`src/rtl/gpio_bank_if.sv`:
```
// gpio_bank_if -- data-memory-side bus of the GPIO bank.
//   we  : write enable, sampled on the clock rise
//   a   : word index within the block (byte address [5:2])
//   wd  : write data
//   rd  : read data, combinational from a and block state
// master drives we/a/wd and receives rd; slave is the peripheral side.
interface gpio_bank_if #(
  parameter int WIDTH = 32
);
  logic             we;
  logic [3:0]       a;
  logic [WIDTH-1:0] wd;
  logic [WIDTH-1:0] rd;

  modport master (output we, a, wd, input rd);
  modport slave  (input we, a, wd, output rd);
endinterface

```
`src/rtl/gpio_bank.sv`:
```
// gpio_bank -- memory-mapped GPIO peripheral.
//   NUM_IN synchronised input channels with sticky rising-edge capture,
//   NUM_OUT writable output channels and one maskable, registered interrupt.
// Ports:
//   clk  : clock, all state on the rising edge
//   rst  : asynchronous reset, active low
//   bus  : gpio_bank_if.slave (we/a/wd in, rd out)
//   gpi  : input pins, channel k = gpi[k*WIDTH +: WIDTH], asynchronous to clk
//   gpo  : output pins, channel k = gpo[k*WIDTH +: WIDTH], straight from registers
//   irq  : registered interrupt request
// Map (a): 0..3 GPI (RO), 4..7 GPO (RW), 8..11 CAP (RW1C), 12 IEN, 13..15 reserved.

// One input channel: synchroniser chain, previous-value register and the
// sticky rising-edge capture register with write-1-to-clear.
module gpio_in_lane #(
  parameter int WIDTH       = 32,
  parameter int SYNC_STAGES = 2
) (
  input  logic             clk,
  input  logic             rst,
  input  logic [WIDTH-1:0] pin,
  input  logic [WIDTH-1:0] clr,
  output logic [WIDTH-1:0] sync_out,
  output logic [WIDTH-1:0] cap
);
  // sync_q[0] samples the pin; sync_q[SYNC_STAGES-1] is the usable value.
  logic [SYNC_STAGES-1:0][WIDTH-1:0] sync_q;
  logic [WIDTH-1:0]                  prev_q;

  assign sync_out = sync_q[SYNC_STAGES-1];

  always_ff @(posedge clk or negedge rst) begin
    if (!rst) begin
      sync_q <= '0;
      prev_q <= '0;
      cap    <= '0;
    end else begin
      sync_q <= {sync_q[SYNC_STAGES-2:0], pin};
      prev_q <= sync_out;
      // Edge term is OR-ed after the clear, so a set in the same cycle wins.
      cap    <= (cap & ~clr) | (sync_out & ~prev_q);
    end
  end
endmodule

module gpio_bank #(
  parameter int WIDTH       = 32,
  parameter int NUM_IN      = 2,
  parameter int NUM_OUT     = 2,
  parameter int SYNC_STAGES = 2
) (
  input  logic                     clk,
  input  logic                     rst,
  gpio_bank_if.slave               bus,
  input  logic [NUM_IN*WIDTH-1:0]  gpi,
  output logic [NUM_OUT*WIDTH-1:0] gpo,
  output logic                     irq
);
  localparam logic [1:0] PG_GPI = 2'd0;
  localparam logic [1:0] PG_GPO = 2'd1;
  localparam logic [1:0] PG_CAP = 2'd2;
  localparam logic [1:0] PG_CTL = 2'd3;

  logic [1:0] pg, idx;
  assign pg  = bus.a[3:2];
  assign idx = bus.a[1:0];

  logic [NUM_IN-1:0][WIDTH-1:0]  sync_out, cap, clr;
  logic [NUM_OUT-1:0][WIDTH-1:0] gpo_q;
  logic [NUM_IN-1:0]             ien_q, cap_any;
  logic [WIDTH-1:0]              rd_d;

  for (genvar k = 0; k < NUM_IN; k++) begin : g_in
    assign clr[k] = (bus.we && pg == PG_CAP && idx == 2'(k)) ? bus.wd : '0;

    gpio_in_lane #(
      .WIDTH       (WIDTH),
      .SYNC_STAGES (SYNC_STAGES)
    ) u_lane (
      .clk      (clk),
      .rst      (rst),
      .pin      (gpi[k*WIDTH +: WIDTH]),
      .clr      (clr[k]),
      .sync_out (sync_out[k]),
      .cap      (cap[k])
    );

    assign cap_any[k] = |cap[k];
  end

  always_ff @(posedge clk or negedge rst) begin
    if (!rst) begin
      gpo_q <= '0;
      ien_q <= '0;
      irq   <= 1'b0;
    end else begin
      for (int k = 0; k < NUM_OUT; k++)
        if (bus.we && pg == PG_GPO && idx == 2'(k)) gpo_q[k] <= bus.wd;
      if (bus.we && pg == PG_CTL && idx == 2'd0) ien_q <= bus.wd[NUM_IN-1:0];
      irq <= |(ien_q & cap_any);
    end
  end

  assign gpo = gpo_q;

  // Channels beyond NUM_IN/NUM_OUT and reserved words fall through to 0.
  always_comb begin
    rd_d = '0;
    case (pg)
      PG_GPI:  for (int k = 0; k < NUM_IN; k++)  if (idx == 2'(k)) rd_d = sync_out[k];
      PG_GPO:  for (int k = 0; k < NUM_OUT; k++) if (idx == 2'(k)) rd_d = gpo_q[k];
      PG_CAP:  for (int k = 0; k < NUM_IN; k++)  if (idx == 2'(k)) rd_d = cap[k];
      default: if (idx == 2'd0) rd_d = WIDTH'(ien_q);
    endcase
  end

  assign bus.rd = rd_d;
endmodule

```
`src/flat_wrapper.sv`:
```
// flat-port wrapper written by rule: the top's interface ports become plain ports
module gpio_bank_flat 
#(
  parameter int WIDTH       = 32,
  parameter int NUM_IN      = 2,
  parameter int NUM_OUT     = 2,
  parameter int SYNC_STAGES = 2
)
  (clk, rst, gpi, gpo, irq, bus_we, bus_a, bus_wd, bus_rd);
  gpio_bank_if #(.WIDTH(WIDTH)) bus_i ();
  input  logic clk;
  input  logic rst;
  input  logic [NUM_IN*WIDTH-1:0] gpi;
  output logic [NUM_OUT*WIDTH-1:0] gpo;
  output logic irq;
  input wire logic [$bits(bus_i.we)-1:0] bus_we;
  input wire logic [$bits(bus_i.a)-1:0] bus_a;
  input wire logic [$bits(bus_i.wd)-1:0] bus_wd;
  output wire logic [$bits(bus_i.rd)-1:0] bus_rd;
  assign bus_i.we = bus_we;
  assign bus_i.a = bus_a;
  assign bus_i.wd = bus_wd;
  assign bus_rd = bus_i.rd;
  gpio_bank #(.WIDTH(WIDTH), .NUM_IN(NUM_IN), .NUM_OUT(NUM_OUT), .SYNC_STAGES(SYNC_STAGES)) u_core (.clk(clk), .rst(rst), .bus(bus_i), .gpi(gpi), .gpo(gpo), .irq(irq));
endmodule
```
`config.mk`:
```
export PLATFORM = sky130hd
export DESIGN_NAME = gpio_bank_flat
export DESIGN_NICKNAME = d
export VERILOG_FILES = /design/src/rtl/gpio_bank_if.sv /design/src/rtl/gpio_bank.sv /design/src/flat_wrapper.sv
export SDC_FILE = /design/constraint.sdc
export NUM_CORES = 1
export LEC_CHECK = 0
export BUFFER_PORTS_ARGS = -buffer_cell sky130_fd_sc_hd__buf_4
export CAP_MARGIN = 15
export CORE_ASPECT_RATIO = 1.2
export CORE_MARGIN = 8
export CORE_UTILIZATION = 45
export CTS_CLUSTER_DIAMETER = 50
export CTS_CLUSTER_SIZE = 20
export DETAILED_ROUTE_END_ITERATION = 8
export HOLD_SLACK_MARGIN = 0.08
export PLACE_DENSITY = 0.68
export REMOVE_ABC_BUFFERS = 1
export SYNTH_ARGS = -nofsm -noshare
export SYNTH_HDL_FRONTEND = slang
export SYNTH_HIERARCHICAL = 1
export SYNTH_SLANG_ARGS = --single-unit
export TNS_END_PERCENT = 5
```
`constraint.sdc`:
```
create_clock -name clk -period 1.4 [get_ports clk]
set_input_delay 0 -clock clk [delete_from_list [all_inputs] [get_ports clk]]
set_output_delay 0 -clock clk [all_outputs]
set_load 0.05 [all_outputs]
```
==> results.md, run 1 <==
* Clock root cell: clkbuf_16
* Reg clk slew, reported paths at roughly 0.08 ns
* Final nets at 1,403
* Gr usage total at 20.3%
* Worst EP required at ~1.4 ns
* Dpl hpwl at 23,100 um
* Critical-path maximum fanout at 2
* CTS sink cnt at 323
* Crit. Startpoint: u_core/gpo[32]
* Final Max Slew Viols at 0
* R2R cell count at 5
* Leakage power at 8.61 nW
* Crit path to: bus_rd[0]
* Residual DRC at 0
* Initial antenna violation count at 3
* Worst r2r src: u_core/g_in[0].u_lane/cap[2]
* Clock Latency Late Sink at 0.55 ns
* Fin crit share at 128%
* CP arrival at around 1.8 ns
* Filler cells at ~2,200
* Flop-to-flop setup slack at -0.02 ns
* Die ar. at 34,500 sq um
* First-pass GRT wire length at 54,700 um
* Syn_area_per_cell at approximately 13 sq um
* Layout cells sized above 1 at 41.8%
* Die Span X at 171 um
* Worst Tran Pin Value at 0.424 ns
* Status: complete, but fails checks
* DRT iter0 DRCs at between 400 and 500
* Overflow after GRT at 0
* Final Critical Period at ~1.8 ns
* Yosys cell types at 43
* Sequential share of the synthesized area at 62.3%
* Die Y at 202 um
* Total negative slack at -9.91 ns
* Final Power at 0.0244 W
* Wirelength per Cell at 20.7 um
* Clk_skew at ~0.019 ns
* H-tree Lvls at 1
* Vias in the first global route at 9,686
* CP Launch Type: flop
* Number of buffers added on ports at a little under 200
* Post-Syn Area at 13,000 sq um
* Setup slack after layout at -0.386 ns
* Starting density of the core at 45.4%
* Number of routed nets with antenna violations at 0
* IO Pins at 200
* Number of buffers created by CTS at 29
* Endpoints failing hold at 0
* CP Capture Type: output pin
* Area Overhead vs Synth at 36.7%
* Worst VDD drop at 1.25 mV
* CTS tree: built
* Drt total wl at 35,300 um
* DR vias at 8,697
* FF-to-FF End: u_core/irq
* Largest net degree at the start of global routing at 52
* PD cells at 1380 nW/um^2
* RSZ-0062 raised after global routing: true
* Hold Crit Class: input pin to flop
* Core ar. at 28,600 sq um
* CP Class: flop to output pin
* Max Cap Viol at 0
* Synthesized flop and latch total at 323
* DRT Pass-1 Iters at 4
* GPL Wtd Cong at 0.805
* Setup violators final at 33
* Cell count after synthesis at about 1,000
* Slew margin rel. at 71.5%
* Final Hold Slack at between 0.09 and 0.1 ns
* Clock buffer depth at 3
* Site row count at approximately 70
* Vias per inst at 5.09
* YS warnings at 6
* Max Clk Rate at 560 MHz
* Violated checks: negative setup slack
how the worst min path moves through the flow:
stage	startpoint	endpoint	cells after the start
floorplan	rst	u_core/g_in[0].u_lane/cap[0]	0
global placement	rst	u_core/gpo[57]	1
detailed placement	rst	u_core/gpo[57]	1
CTS	gpi[48]	u_core/g_in[1].u_lane/sync_q[16]	2
global route	gpi[44]	u_core/g_in[1].u_lane/sync_q[12]	2
finish	gpi[2]	u_core/g_in[0].u_lane/sync_q[2]	2
synth_stat cells (all sizes together):
library cell,n,area share [%]
a221oi,3,0.20
nor4b,2,0.30
clkbuf,13,0.40
mux2,93,8.1
a22oi,27,1.6
nand2,31,0.92
nand2b,5,0.24
or3,1,0.048
o21ai,8,0.31
a21oi,4,0.15
nor3,1,0.13
dfrtp,323,62
nor3b,3,0.17
and2,32,1.5
inv,128,3.7
o211ai,1,0.058
a211oi,3,0.17
a21o,3,0.17
buf,93,5.2
or2,2,0.12
o221ai,23,1.6
nor2,10,0.35
o22ai,64,6.2
and3,33,1.6
nor4,16,0.77
and3b,1,0.068
nor2b,4,0.19
nand4,5,0.24
nand3,2,0.077
mux4,4,0.69
nand3b,1,0.058
a31oi,1,0.048
o32ai,1,0.068
mux2i,30,2.3
timing repair:
| item | CTS | global route |
|---|---|---|
| endpoints found under the setup margin | 33 | 33 |
| resized for setup | 72 | 17 |
| hold buffers | 124 | 0 |
| endpoints found under the hold margin | 517 | 0 |
| buffers inserted | 14 | 0 |
| pin swaps | 26 | 1 |
worst max-delay path, stage by stage (launching register included):
cell and delay (ns):
dfrtp_1 0.39, mux4_2 0.48, o21ai_2 0.14, nor2_1 0.06, buf_6 0.15
cell usage in the layout, fill, tap and decap left out, types with 6 or more instances in the layout:
| cell | count |
|---|---|
| dfrtp_1 | 323 |
| mux2i_1 | 29 |
| nor4_1 | 9 |
| buf_6 | 26 |
| nor4_2 | 7 |
| nand2_1 | 30 |
| a22oi_2 | 20 |
| o221ai_2 | 19 |
| nor2_1 | 8 |
| mux2_2 | 88 |
| and3_1 | 33 |
| a22oi_1 | 7 |
| and2_1 | 32 |
| clkinv_8 | 6 |
| buf_12 | 18 |
| buf_4 | 234 |
| dlygate4sd3_1 | 124 |
| clkbuf_16 | 29 |
| inv_1 | 128 |
| inv_6 | 6 |
| o22ai_2 | 64 |
area by class of cell:
type                    instances  area [sq um]  share of cell area [%]
clock buffers                  30           739                    4.17
repair buffers                404          3680                    20.8
well taps                     385           482                    2.72
clock inverters                22           269                    1.52
flip-flops and latches        323          8080                    45.6
multi-input cells             414          3980                    22.5
diodes                          3          7.51                  0.0424
inverters                     128           480                    2.71
layer usage:
| metal | vias up | wire length (um) | GRT usage, % |
|---|---|---|---|
| met3 | 69 | 1840 | 3.42 |
| met4 | 0 | 929 | 6.07 |
| li1 | 3935 | - | - |
| met5 | - | 0 | 0 |
| met1 | 4447 | 14300 | 25.5 |
| met2 | 246 | 18200 | 35.3 |
cell families after synthesis:
logic type | Yosys count | synth area share, %
AO/OA/AOI/OAI | 138 | 10.5
AND/OR/NAND/NOR | 149 | 6.81
buffers and inverters | 234 | 9.31
flip-flops | 323 | 62.3
multiplexers | 127 | 11.1
state kept, by name, summed over array words and instances, names as in the netlist:
signal                       cells
u_core/g_in.u_lane/prev_q       64
u_core/g_in.u_lane/sync_q       64
u_core/ien_q                     2
u_core/g_in.u_lane/cap          64
u_core/gpo                      64
u_core/g_in.u_lane/sync_out     64
u_core/irq                       1
power by group:
group,total (W),internal (W),switching (W),leakage [nW]
logic,0.00536,0.00214,0.00323,4.48
registers,0.0108,0.0101,0.000633,3.64
clock network,0.00826,0.00428,0.00397,0.495
through the flow:
stage	utilization (%)	setup slack (ns)	instance area, sq um	std cells
floorplan	-	-0.770	12200	865
global placement	52.3	-0.129	15000	1516
detailed placement	52.3	-0.103	15000	1516
CTS	61.7	-0.401	17700	1706
global route	62.0	-0.446	17700	1709
finish	62.0	-0.386	17700	1709
No activity file was read; power rests on OpenSTA's default activity.
==> run 2, diff against run 1 <==
CELL_PAD_IN_SITES_DETAIL_PLACEMENT = 1   (was not set)
CELL_PAD_IN_SITES_GLOBAL_PLACEMENT = 2   (was not set)
CORE_UTILIZATION = 39   (was 45)
PLACE_DENSITY = 0.82   (was 0.68)
==> results.md, run 2 (synthesized netlist as in run 1, its figures left out) <==
* Drt total wl at approximately 41,000 um
* IO Pins at 200
* Area Overhead vs Synth at 41.3%
* Layout cells sized above 1 at 42.0%
* Wirelength per Cell at 22.8 um
* Crit-path max cell delay at around 0.46 ns
* Setup slack after layout at -0.413 ns
* Number of buffers added on ports at 199
* Final Critical Period at around 1.8 ns
* PD cells at 1390 nW/um^2
* Worst VDD drop at approximately 0.99 mV
* Starting density of the core at 39.3%
* Finished Core Util at 55.6%
* Number of buffers created by CTS at 31
* CP arrival at 1.81 ns
* Setup violators final at 34
* Gr usage total at 21.2%
* Clock Latency Late Sink at 0.58 ns
* Total negative slack at -10.49 ns
* Largest net degree at the start of global routing at between 50 and 60
* Reg area at 8080 sq um
* Hold Crit Class: input pin to flop
* Multi-input logic area at 4050 sq um
* DR vias at 9,015
* CP Class: flop to output pin
* Core ar. at 33,000 sq um
* Number of routed nets with antenna violations at 0
* Die Span X at 182 um
* Violated checks: negative setup slack
* Critical-path maximum fanout at 3
* Die Y at 216 um
* Worst EP required at 1.40 ns
* Clock buffer depth at 3
* CTS sink cnt at 323
* CP Capture Type: output pin
* Slew margin rel. at 69.3%
* Final nets at 1,445
* Vias per inst at ~5.0
* DRT iter0 DRCs at 328
* Most frequent cells in the layout: dfrtp_1, buf_4, dlygate4sd3_1, inv_1, mux2_2
* Max Clk Rate at 551 MHz
* CTS tree: built
* Status: complete, but fails checks
* Endpoints failing hold at 0
* Worst Tran Pin Value at 0.460 ns
* Vias in the first global route at roughly 11,000
* Fin crit share at 130%
* Final Max Slew Viols at 0
* Clk_skew at between 0.015 and 0.02 ns
* Dpl hpwl at between 20,000 and 30,000 um
* CP Launch Type: flop
* CP Cell Sequence: mux4_2 -> o21ai_1 -> nor2_1 -> buf_6
* GPL Wtd Cong at 0.780
* Leakage power at 8.88 nW
* H-tree Lvls at 1
* Reg clk slew, reported paths at 0.07 ns
* Filler cells at 3,245
* Clock root cell: clkbuf_16
* RSZ-0062 raised after global routing: true
* Initial antenna violation count at 4
* Commonest non-fill, non-tap cell in the layout: dfrtp_1
* DRT Pass-1 Iters at 4
* Overflow after GRT at 0
* Residual DRC at 0
* First-pass GRT wire length at 64,500 um
* Site row count at between 70 and 80
* Max Cap Viol at 0
* CP max stage cell: mux4_2
* Die ar. at 39,400 sq um
## run 2: worst paths after layout
path                                                 endpoint  depth (start not counted)  slack, ns                         startpoint
min in group asynchronous    u_core/g_in[1].u_lane/prev_q[23]                          3       0.47                                rst
setup / recovery                                    bus_rd[0]                          4      -0.41  u_core/g_in[1].u_lane/sync_out[0]
setup reg to reg                                   u_core/irq                          5      -0.04      u_core/g_in[1].u_lane/cap[25]
hold reg to reg            u_core/g_in[1].u_lane/sync_out[22]                          0       0.34   u_core/g_in[1].u_lane/sync_q[22]
hold / removal               u_core/g_in[1].u_lane/sync_q[11]                          2       0.11                            gpi[43]
max in group asynchronous  u_core/g_in[0].u_lane/sync_out[11]                          4       0.24                                rst
## run 2: cell type report
class,instances,share of cell area (%)
inverter,128,2.62
tap,450,3.07
timing repair buffer,444,22.0
antenna,4,0.0546
clock buffer,36,4.44
sequential,323,44.1
multi-input combinational,414,22.1
clock inverter,21,1.60
## run 2: critical path, delay by kind of cell (launching register included)
family | cells | cell delay (ns)
buf+inv | 1 | 0.16
compound gates | 1 | 0.13
simple gates | 1 | 0.07
flops | 1 | 0.42
mux | 1 | 0.46
## run 2: layer usage
metal  track usage, %  share of wire [%]  vias to the layer above
li1                 -                  -                     4022
met1             25.2                 40                     4720
met2             38.1                 53                      202
met3             3.66                4.1                       71
met4             7.14                2.7                        0
met5                0                  0                        -
## run 2: what timing repair did
| item | CTS | global route |
|---|---|---|
| pin swaps | 27 | 5 |
| hold buffers | 151 | 0 |
| buffers inserted | 13 | 0 |
| endpoints found under the hold margin | 517 | 0 |
| setup endpoints to repair | 33 | 33 |
| gates resized for setup | 86 | 16 |
## run 2: report_power, final
part           switching [W]  total (W)  internal, W
registers           0.000663     0.0108       0.0101
logic                0.00335    0.00556      0.00222
clock network        0.00416    0.00911      0.00495
total                0.00817     0.0255       0.0173
## run 2: through the flow
stage | instance area, sq um | total power [W] | cells | worst slack, ns | hold WS [ns]
6_report | 18300 | 0.0255 | 1820 | -0.413 | 0.106
5_1_grt | 18300 | 0.0264 | 1820 | -0.521 | 0.0897
4_1_cts | 18200 | 0.0256 | 1816 | -0.433 | 0.0813
3_5_place_dp | 15100 | 0.0158 | 1596 | -0.239 | -0.0367
3_3_place_gp | 15100 | 0.0157 | 1596 | -0.273 | -0.0466
2_1_floorplan | 12200 | 0.0136 | 865 | -0.770 | -0.296
==> run 3, diff against run 2 <==
ABC_AREA = 1   (was not set)
CORE_UTILIZATION = 35   (was 39)
REMOVE_ABC_BUFFERS = not set   (was 1)
==> results.md, run 3 <==
* P_sw at 0.00853 W
* Post-synthesis xor/xnor area fraction at 0%
* Overflow after GRT at 0
* CP arrival at 1.59 ns
* Area Overhead vs Synth at 36.5%
* Status: complete, but fails checks
* Number of buffers created by CTS at 36
* Worst VDD drop at 1.09 mV
* Main combinational cell family by area after synthesis: simple AND/OR/NAND/NOR gates
* Number of buffers added on ports at 199
* Number of routed nets with antenna violations at 0
* Yosys cell types at 23
* Gr usage total at between 10% and 20%
* DR vias at 10,100
* Wirelength per Cell at 18.0 um
* Final Power at 0.0261 W
* Post-Syn Area at 13,000 sq um
* Most frequent cells in the layout: nand2_1, dfrtp_1, inv_1, buf_4, dlygate4sd3_1
* Combinational share of power at a little over a fifth
* Reg clk slew, reported paths at ~0.070 ns
* Hold Crit Class: input pin to flop
* RSZ-0062 raised after global routing: true
* CTS tree: built
* Drt total wl at 40,000 um
* Top-area cell type share of the netlist area at 62.1%
* Syn Nets at about 1,500
* H-tree Lvls at 2
* Flop-to-flop setup slack at 0.08 ns
* DRT iter0 DRCs at 410
* Clock root cell: clkbuf_16
* Layout cells sized above 1 at 21.8%
* Crit. Startpoint: u_core/g_in[0].u_lane/sync_out[1]
* Final Max Slew Viols at 0
* Syn_area_per_cell at 9.07 sq um
* Synth Area in Compound Gates at 5.78%
* Seq pwr share at 40.8%
* First-pass GRT wire length at 63,700 um
* Sequential share of the synthesized area at 62.1%
* Sw frac at 32.7%
* Finished Core Util at 48.3%
* Most frequent cell after synthesis: nand2_1
* Violated checks: negative setup slack
* Die ar. at 43,700 sq um
* Synthesized flop and latch total at roughly 320
* Ys async rst share at between 90% and 100%
* Filler cells at 4,104
* Simple-gate portion of the synthesized area at 19.5%
* Post-synth top area cell: dfrtp_1
* GPL Wtd Cong at 0.774
* Crit path to: bus_rd[1]
* CP Launch Type: flop
* Max Clk Rate at approximately 630 MHz
* Vias in the first global route at between 10,000 and 15,000
* Adder-cell area share of the yosys netlist at 0%
* Commonest cells in the netlist: nand2_1, dfrtp_1, inv_1
* Setup violators final at 32
* Mux cell area share after synthesis at 0%
* Site row count at 77
* Top cells by area, synth: dfrtp_1, nand2_1, inv_1
* CTS sink cnt at roughly 320
* Clock Latency Late Sink at 0.54 ns
* Starting density of the core at ~35%
* Largest net degree at the start of global routing at 47
* Final nets at 1,823
* Critical-path maximum fanout at 2
* YS warnings at 6
* IO Pins at 200
* Dpl hpwl at about 27,000 um
* PD cells at 1470 nW/um^2
* DRT Pass-1 Iters at 4
* Clock network power share at 38.1%
* Core ar. at around 37,000 sq um
* R2R cell count at 6
* FF-to-FF End: u_core/irq
* Number of flops mapped to enable cells by yosys at 0
* Setup slack after layout at -0.193 ns
* Initial antenna violation count at 1
* Cell count after synthesis at roughly 1,400
* Vias per inst at approximately 4.6
* Cells after DPL at 2,043
* Worst EP required at around 1.4 ns
* Top FF cell, synth: dfrtp_1
* Fin crit share at 114%
* Leakage power at 8.90 nW
* Clk_skew at 0.0291 ns
* Die Y at 227 um
* Slew margin rel. at between 70 and 80%
* Setup WS pre-CTS at -0.0176 ns
* Power Internal at between 0.015 and 0.02 W
* Final Critical Period at 1.59 ns
* Non-Filler Instances at 2,223
* Residual DRC at 0
* CP Capture Type: output pin
* Clock buffer depth at 3
* Endpoints failing hold at 0
* Worst Tran Pin Value at ~0.43 ns
* Commonest non-fill, non-tap cell in the layout: nand2_1
* CP Class: flop to output pin
* Max Cap Viol at 0
* Total negative slack at -2.05 ns
* Die Span X at 192 um
* Worst r2r src: u_core/g_in[1].u_lane/cap[13]
-- run 3: cell types whose count changed in the layout (fill, tap and decap cells not counted), sizes merged, moves of 32 or more --
cell	previous run	this run
nor2	10	106
inv	140	255
and2	32	0
buf	293	250
o21ai	8	74
dlygate4sd3	151	106
o22ai	64	31
mux2	93	0
nand2	31	493
nand3	2	38
and3	33	0
-- run 3: worst min-delay path by stage --
stage / cells after the start / to / start / slack, ns
2_1_floorplan: 0 / u_core/g_in[0].u_lane/cap[0] / rst / -0.30
3_3_place_gp: 1 / u_core/g_in[1].u_lane/sync_q[27] / rst / -0.1
3_5_place_dp: 1 / u_core/g_in[1].u_lane/sync_q[27] / rst / -0.09
4_1_cts: 2 / u_core/g_in[0].u_lane/sync_q[2] / gpi[2] / 0.08
5_1_grt: 2 / u_core/g_in[0].u_lane/sync_q[1] / gpi[1] / 0.08
6_report: 2 / u_core/g_in[0].u_lane/sync_q[1] / gpi[1] / 0.11
-- run 3: cell families (layout without fill, tap and decap cells) --
family | after synthesis | count (layout)
simple gates | 640 | 640
buf+inv | 346 | 658
flops | 323 | 323
compound gates | 127 | 127
other cells | 0 | 1
-- run 3: repair_timing --
| action | in CTS | in global routing |
|---|---|---|
| endpoints found under the hold margin | 517 | 2 |
| gates resized for setup | 75 | 30 |
| hold buffers | 105 | 2 |
| pin swaps | 24 | 19 |
| setup buffers | 4 | 2 |
| setup endpoints to repair | 33 | 33 |
-- run 3: power by group through the flow --
stage / clock network (W) / registers, W / logic, W
after floorplan: 0 / 0.0123 / 0.00153
after global placement: 0 / 0.0108 / 0.00497
after detailed placement: 0 / 0.0108 / 0.00504
after CTS: 0.0102 / 0.0106 / 0.00547
after global routing: 0.0106 / 0.0107 / 0.00587
final: 0.00992 / 0.0106 / 0.00551
-- run 3: critical path, stage by stage, from the launching register on --
cell,delay [ns]
dfrtp_1,0.43
nand2_2,0.09
o21ai_2,0.05
nand2_1,0.05
nand4_1,0.21
buf_6,0.23
-- run 3: layout make-up --
cell class / count / area, sq um / share of cell area, %
Clock inverter: 27 / 309 / 1.74
Tap cell: 474 / 593 / 3.34
Sequential cell: 323 / 8080 / 45.5
Clock buffer: 39 / 943 / 5.31
Timing Repair Buffer: 356 / 3430 / 19.3
Antenna cell: 1 / 2.50 / 0.0141
Inverter: 236 / 886 / 4.98
Multi-Input combinational cell: 767 / 3530 / 19.9
-- run 3: through the flow --
stage,area [sq um],hold WS [ns]
final,17800,0.105
after global routing,17800,0.0827
after CTS,17600,0.0806
after detailed placement,15000,-0.0913
after global placement,15000,-0.0950
after floorplan,13000,-0.296
-- run 3: per-layer routing --
metal / routed length [um] / vias up / part of all wire [%] / global-route usage (%)
li1: - / 4824 / - / -
met1: 16800 / 5051 / 42 / 23.3
met2: 20800 / 192 / 52 / 33.0
met3: 1650 / 50 / 4.1 / 3.03
met4: 879 / 0 / 2.2 / 6.04
met5: 0 / - / 0 / 0
